<file path="config.mk">
export PLATFORM = sky130hd
export DESIGN_NAME = pipelined_adder_tree
export DESIGN_NICKNAME = d
export VERILOG_FILES = /design/src/rtl/pipelined_adder_tree.sv
export SDC_FILE = /design/constraint.sdc
export NUM_CORES = 1
export LEC_CHECK = 0
export ABC_AREA = 0
export CAP_MARGIN = 10
export CORE_ASPECT_RATIO = 0.5
export CORE_MARGIN = 1
export CORE_UTILIZATION = 30
export CTS_BUF_LIST = sky130_fd_sc_hd__clkbuf_2
export CTS_CLUSTER_DIAMETER = 80
export DETAILED_ROUTE_END_ITERATION = 10
export PLACE_DENSITY_LB_ADDON = 0.08
export SLEW_MARGIN = 40
export SYNTH_ARGS = -nofsm -noshare
export SYNTH_HDL_FRONTEND = slang
export SYNTH_SLANG_ARGS = --single-unit
</file>
<file path="constraint.sdc">
create_clock -name clk -period 9.6 [get_ports clk]
set_input_delay 1.44 -clock clk [delete_from_list [all_inputs] [get_ports clk]]
set_output_delay 1.44 -clock clk [all_outputs]
set_load 0.01 [all_outputs]
</file>
<file path="src/rtl/pipelined_adder_tree.sv">
// Fully pipelined signed adder tree with an optional psum or running-accumulator addend.
// Accepts one vector per cycle; results emerge in issue order after LEVELS+1 register stages.
module pipelined_adder_tree #(
  parameter int N_IN   = 9,
  parameter int IN_W   = 25,
  parameter int PSUM_W = 36,
  parameter int OUT_W  = 36
) (
  input  logic                   clk,
  input  logic                   rst,
  input  logic                   in_valid,
  input  logic [N_IN*IN_W-1:0]   in_data,
  input  logic [PSUM_W-1:0]      psum_in,
  input  logic [1:0]             mode,
  input  logic                   acc_clr,
  output logic                   out_valid,
  output logic [OUT_W-1:0]       out_sum,
  output logic                   out_sat
);

  localparam int LEVELS = $clog2(N_IN);
  localparam int TREE_W = IN_W + LEVELS;

  function automatic int max3(input int a, input int b, input int c);
    int m;
    m = (a > b) ? a : b;
    return (m > c) ? m : c;
  endfunction

  // Number of live elements entering tree level k (level 0 = raw products).
  function automatic int level_cnt(input int k);
    int n;
    n = N_IN;
    for (int j = 0; j < k; j++) n = (n + 1) / 2;
    return n;
  endfunction

  localparam int F_W = max3(TREE_W, PSUM_W, OUT_W) + 1;

  localparam logic signed [F_W-1:0] SAT_MAX = {{(F_W-OUT_W+1){1'b0}}, {(OUT_W-1){1'b1}}};
  localparam logic signed [F_W-1:0] SAT_MIN = {{(F_W-OUT_W+1){1'b1}}, {(OUT_W-1){1'b0}}};
  localparam logic [OUT_W-1:0]      OUT_MAX = {1'b0, {(OUT_W-1){1'b1}}};
  localparam logic [OUT_W-1:0]      OUT_MIN = {1'b1, {(OUT_W-1){1'b0}}};

  typedef logic signed [TREE_W-1:0] tval_t;

  // All levels are stored at TREE_W; level k only ever needs IN_W+k bits, so no sum can wrap.
  tval_t                stage_in [LEVELS][N_IN];
  tval_t                lvl_q    [LEVELS][N_IN];
  logic  [LEVELS-1:0]   vld_q;
  logic  [LEVELS-1:0]   clr_q;
  logic  [1:0]          mode_q   [LEVELS];
  logic  [PSUM_W-1:0]   psum_q   [LEVELS];

  logic signed [OUT_W-1:0] acc;
  logic signed [F_W-1:0]   f_tree;
  logic signed [F_W-1:0]   f_add;
  logic signed [F_W-1:0]   f_sum;
  logic [OUT_W-1:0]        sat_sum;
  logic                    sat_flag;
  logic                    fin_valid;
  logic [1:0]              fin_mode;

  always_comb begin
    for (int i = 0; i < N_IN; i++) begin
      stage_in[0][i] = TREE_W'($signed(in_data[i*IN_W +: IN_W]));
    end
    for (int k = 1; k < LEVELS; k++) begin
      for (int i = 0; i < N_IN; i++) begin
        stage_in[k][i] = lvl_q[k-1][i];
      end
    end
  end

  always_ff @(posedge clk) begin
    if (rst) begin
      vld_q <= '0;
      clr_q <= '0;
      for (int k = 0; k < LEVELS; k++) begin
        mode_q[k] <= '0;
        psum_q[k] <= '0;
        for (int i = 0; i < N_IN; i++) lvl_q[k][i] <= '0;
      end
    end else begin
      vld_q[0]  <= in_valid;
      clr_q[0]  <= acc_clr;
      mode_q[0] <= mode;
      psum_q[0] <= psum_in;
      for (int k = 1; k < LEVELS; k++) begin
        vld_q[k]  <= vld_q[k-1];
        clr_q[k]  <= clr_q[k-1];
        mode_q[k] <= mode_q[k-1];
        psum_q[k] <= psum_q[k-1];
      end
      for (int k = 0; k < LEVELS; k++) begin
        for (int i = 0; i < N_IN / 2; i++) begin
          if (2 * i + 1 < level_cnt(k))
            lvl_q[k][i] <= stage_in[k][2*i] + stage_in[k][2*i+1];
        end
        // odd leftover rides through the level unchanged
        if (level_cnt(k) % 2 == 1)
          lvl_q[k][level_cnt(k)/2] <= stage_in[k][level_cnt(k)-1];
      end
    end
  end

  assign fin_valid = vld_q[LEVELS-1];
  assign fin_mode  = mode_q[LEVELS-1];

  always_comb begin
    f_tree = F_W'(lvl_q[LEVELS-1][0]);
    f_add  = '0;
    case (fin_mode)
      2'b01:   f_add = F_W'($signed(psum_q[LEVELS-1]));
      2'b10:   if (!clr_q[LEVELS-1]) f_add = F_W'(acc);
      default: f_add = '0;
    endcase
    f_sum = f_tree + f_add;

    sat_sum  = f_sum[OUT_W-1:0];
    sat_flag = 1'b0;
    if (f_sum > SAT_MAX) begin
      sat_sum  = OUT_MAX;
      sat_flag = 1'b1;
    end else if (f_sum < SAT_MIN) begin
      sat_sum  = OUT_MIN;
      sat_flag = 1'b1;
    end
  end

  // acc is written at the same edge as out_sum, so a following mode-10 vector sees it next cycle.
  always_ff @(posedge clk) begin
    if (rst) begin
      out_valid <= 1'b0;
      out_sum   <= '0;
      out_sat   <= 1'b0;
      acc       <= '0;
    end else begin
      out_valid <= fin_valid;
      if (fin_valid) begin
        out_sum <= sat_sum;
        out_sat <= sat_flag;
        if (fin_mode == 2'b10) acc <= sat_sum;
      end
    end
  end

endmodule

</file>
==> run summary <==
status -> complete, no violations
Root Buffer -> clkbuf_2
row count -> 75
first-pass GRT wire length -> 111,000 µm
switching power total -> 1730 µW
Worst Path Buf+Inv -> 3
VDD IR-drop max -> 67.7 µV
Relative slew margins -> 43.9%
clock slew at reported path FFs -> 0.12 ns
Period Utilization, post-route -> 57.0%
HPWL after detailed placement -> 51,700 µm
P&R area growth vs syn -> 20.6%
Worst path depth -> 19
Slew Viols, Final -> 0
sequential cell area -> 10,600 µm²
DRT iter0 DRCs -> 937
Net Sw Frac -> 33.1%
cell count after synthesis -> 2,847
power per cell area -> 169 nW/µm²
Final Hold Viols -> 0
#FFs+latches synth -> 529
DR pass1 iterations -> 6
cell leakage power -> 0.0131 µW
Yosys cell types -> 78
Critical Path AT -> 6.65 ns
width of the die -> 416 µm
met2 WL -> 30,300 µm
Setup TNS -> 0 ns
PostCTS Resize Cnt -> 0
DRC -> 0
dominant synthesized flop cell -> dfxtp_1
family with the most delay on the worst path -> compound AO/OA/AOI/OAI gates
routed vias -> 20,600
Pint -> 3500 µW
Max Fanout on Critical Path -> 36
sequential share of power -> 47.7%
largest net degree at the start of global routing -> 171
Clock Path Buffers -> 3
Slew @ Worst Pin -> 0.841 ns
Die ar. -> 87,000 µm²
setup violators final -> 0
DR WL/cell -> 15.6 µm
H-tree levels -> 3
CP startpoint kind -> flop
Post-Route WL -> 68,700 µm
die height -> 209 µm
Clk network pwr share -> 27.3%
Cell Area, Synth -> 25,700 µm²
Initial Util -> 30.5%
unrepaired setup endpoints after global routing -> no
Post-synth ARST share -> 0%
Sink Count -> 529
total track usage -> 15.8%
fill count -> 8,874
worst hold margin -> 0.370 ns
max-cap violations -> 0
total number of yosys warnings -> 0
core area -> 84,400 µm²
Post-synth EDFFs -> 0
Setup CP Type -> flop to flop
Req. time, crit path -> 10.78 ns
worst hold path depth -> 1
vias per cell -> 4.67
syn avg cell area -> 9.04 µm²
slowest CP cell -> nand3_2
Worst-Skew Late Latency -> 1.32 ns
DRT met1 WL -> 34,700 µm
Final ANT Viol Nets -> 0
Max Clk Rate -> 183 MHz
TritonCTS Buffers -> 121
Top Metal Used -> met5
Worst Hold Class -> flop to flop
I/O pin cnt -> 305
PortBufs -> 304
Crit path largest cell delay -> 0.61 ns
initial antenna violation count -> 7
CTS tree -> built
GRT overflow -> 0
Logic pwr share -> 25.0%
Crit. End Element -> flop
Nets -> 3,715
CP Cell Sequence -> inv_1 -> ha_1 -> nor2b_4 -> buf_4 -> a22oi_1 -> nor2_1 -> ha_1 -> inv_1 -> fa_1 -> nand2b_1 -> a21oi_1 -> o21a_1 -> o21ai_0 -> o211ai_1 -> nand2_1 -> o221a_2 -> a21oi_2 -> nand3_2 -> o21ai_0
cts hold-fix bufs -> 0
vias in the first global route -> 21,100
Post-CTS Setup Repair Bufs -> 0
sequential-to-total area share from yosys stat -> 41.2%
syn_nets -> 3,369
share of cells above drive strength 1 -> 6.73%
final period demand of the worst path -> 5.47 ns
WL met3 -> 2590 µm
Final Skew -> 0.110 ns
GPL Wtd Cong -> 0.864
area of the multi-input gates -> 14,500 µm²
FF-to-FF path depth -> 19
## power groups by stage
stage	logic [µW]	clock network, µW	registers (µW)
5_1_grt	1470	1650	2520
3_5_place_dp	1310	0	2550
6_report	1310	1430	2500
4_1_cts	1320	1530	2500
3_3_place_gp	1310	0	2550
2_1_floorplan	940	0	2490
## registers in the layout (all words and copies together), names as in the netlist
name and cells:
out_sat 1, vld_q 4, clr_q 4, lvl_q 295, mode_q 8, out_sum 36
acc 36, out_valid 1, psum_q 144
## cells in the mapped netlist, drive strengths merged (16+ instances only)
cell / number / area share, %
o21bai: 30 / 0.88
a31oi: 19 / 0.46
nand3: 43 / 0.84
o211ai: 16 / 0.51
nand2: 144 / 2.1
a21oi: 196 / 3.8
o21a: 40 / 1.2
nor3: 55 / 1.1
dfxtp: 529 / 41
nor2: 352 / 5.1
a21o: 78 / 2.3
clkbuf: 81 / 1.2
nand4: 19 / 0.46
inv: 74 / 1.1
nor2b: 276 / 6.7
and3: 23 / 0.56
xnor2: 91 / 3.1
o21ai: 139 / 2.7
xor2: 95 / 3.2
ha: 246 / 12
nand2b: 35 / 0.85
a211oi: 45 / 1.3
a22oi: 35 / 1.0
## cell usage in the layout (no fill, tap or decap), types with 40 or more instances in the layout
master           synthesis  layout
ha_1                   246     246
nor2_1                 352     351
a21o_1                  78      78
dfxtp_1                529     529
clkbuf_2                 0     174
xnor2_1                 91      91
clkdlybuf4s50_1          0     303
nand3_1                 43      42
o21a_1                  40      40
xor2_1                  95      95
a21oi_1                195     194
o21ai_0                138     138
nor3_1                  54      54
a211oi_1                44      44
nand2_1                144     143
inv_1                   74      74
nor2b_1                276     275
## layer usage
metal	vias to the layer above	track usage, %
li1	10700	-
met5	-	0
met3	96	3.58
met4	8	4.07
met1	9446	21.3
met2	307	25.4
## final timing paths
path / slack [ns] / from / endpoint
max reg2reg: 4.13 / mode_q[0][6]$_SDFF_PP0_ / acc[3]$_SDFFE_PP0P_
max: 4.13 / mode_q[0][6]$_SDFF_PP0_ / acc[3]$_SDFFE_PP0P_
min: 0.37 / lvl_q[0][10]$_SDFF_PP0_ / lvl_q[1][68]$_SDFF_PP0_
min reg2reg: 0.37 / lvl_q[0][10]$_SDFF_PP0_ / lvl_q[1][68]$_SDFF_PP0_
## cells by family after synthesis
group           after synthesis  synth area share (%)
xor+xnor                    186                  6.33
simple gates                998                  19.2
compound gates              711                  18.1
fa+ha+maj                   255                  12.7
flops                       529                  41.2
mux                           1                0.0583
buf+inv                     167                  2.51
## metrics by stage
stage	utilization [%]	std cells	total power (µW)	cell area (µm²)	setup slack (ns)
2_1_floorplan	-	2847	3430	25700	5.48
3_3_place_gp	35.5	4186	3860	29900	3.90
3_5_place_dp	35.5	4186	3860	29900	4.01
4_1_cts	36.8	4401	5360	31000	4.00
5_1_grt	36.8	4407	5640	31000	3.64
6_report	36.8	4408	5230	31000	4.13
## final cells by class
type                            count  area share (%)
Clock inverter                     41           0.661
Inverter                           74           0.895
Sequential cell                   529            34.1
Antenna cell                        7          0.0564
Multi-Input combinational cell   2151            46.8
Timing Repair Buffer              316            10.2
Tap cell                         1116            4.50
Clock buffer                      174            2.81
No activity file was read; power rests on OpenSTA's default activity.
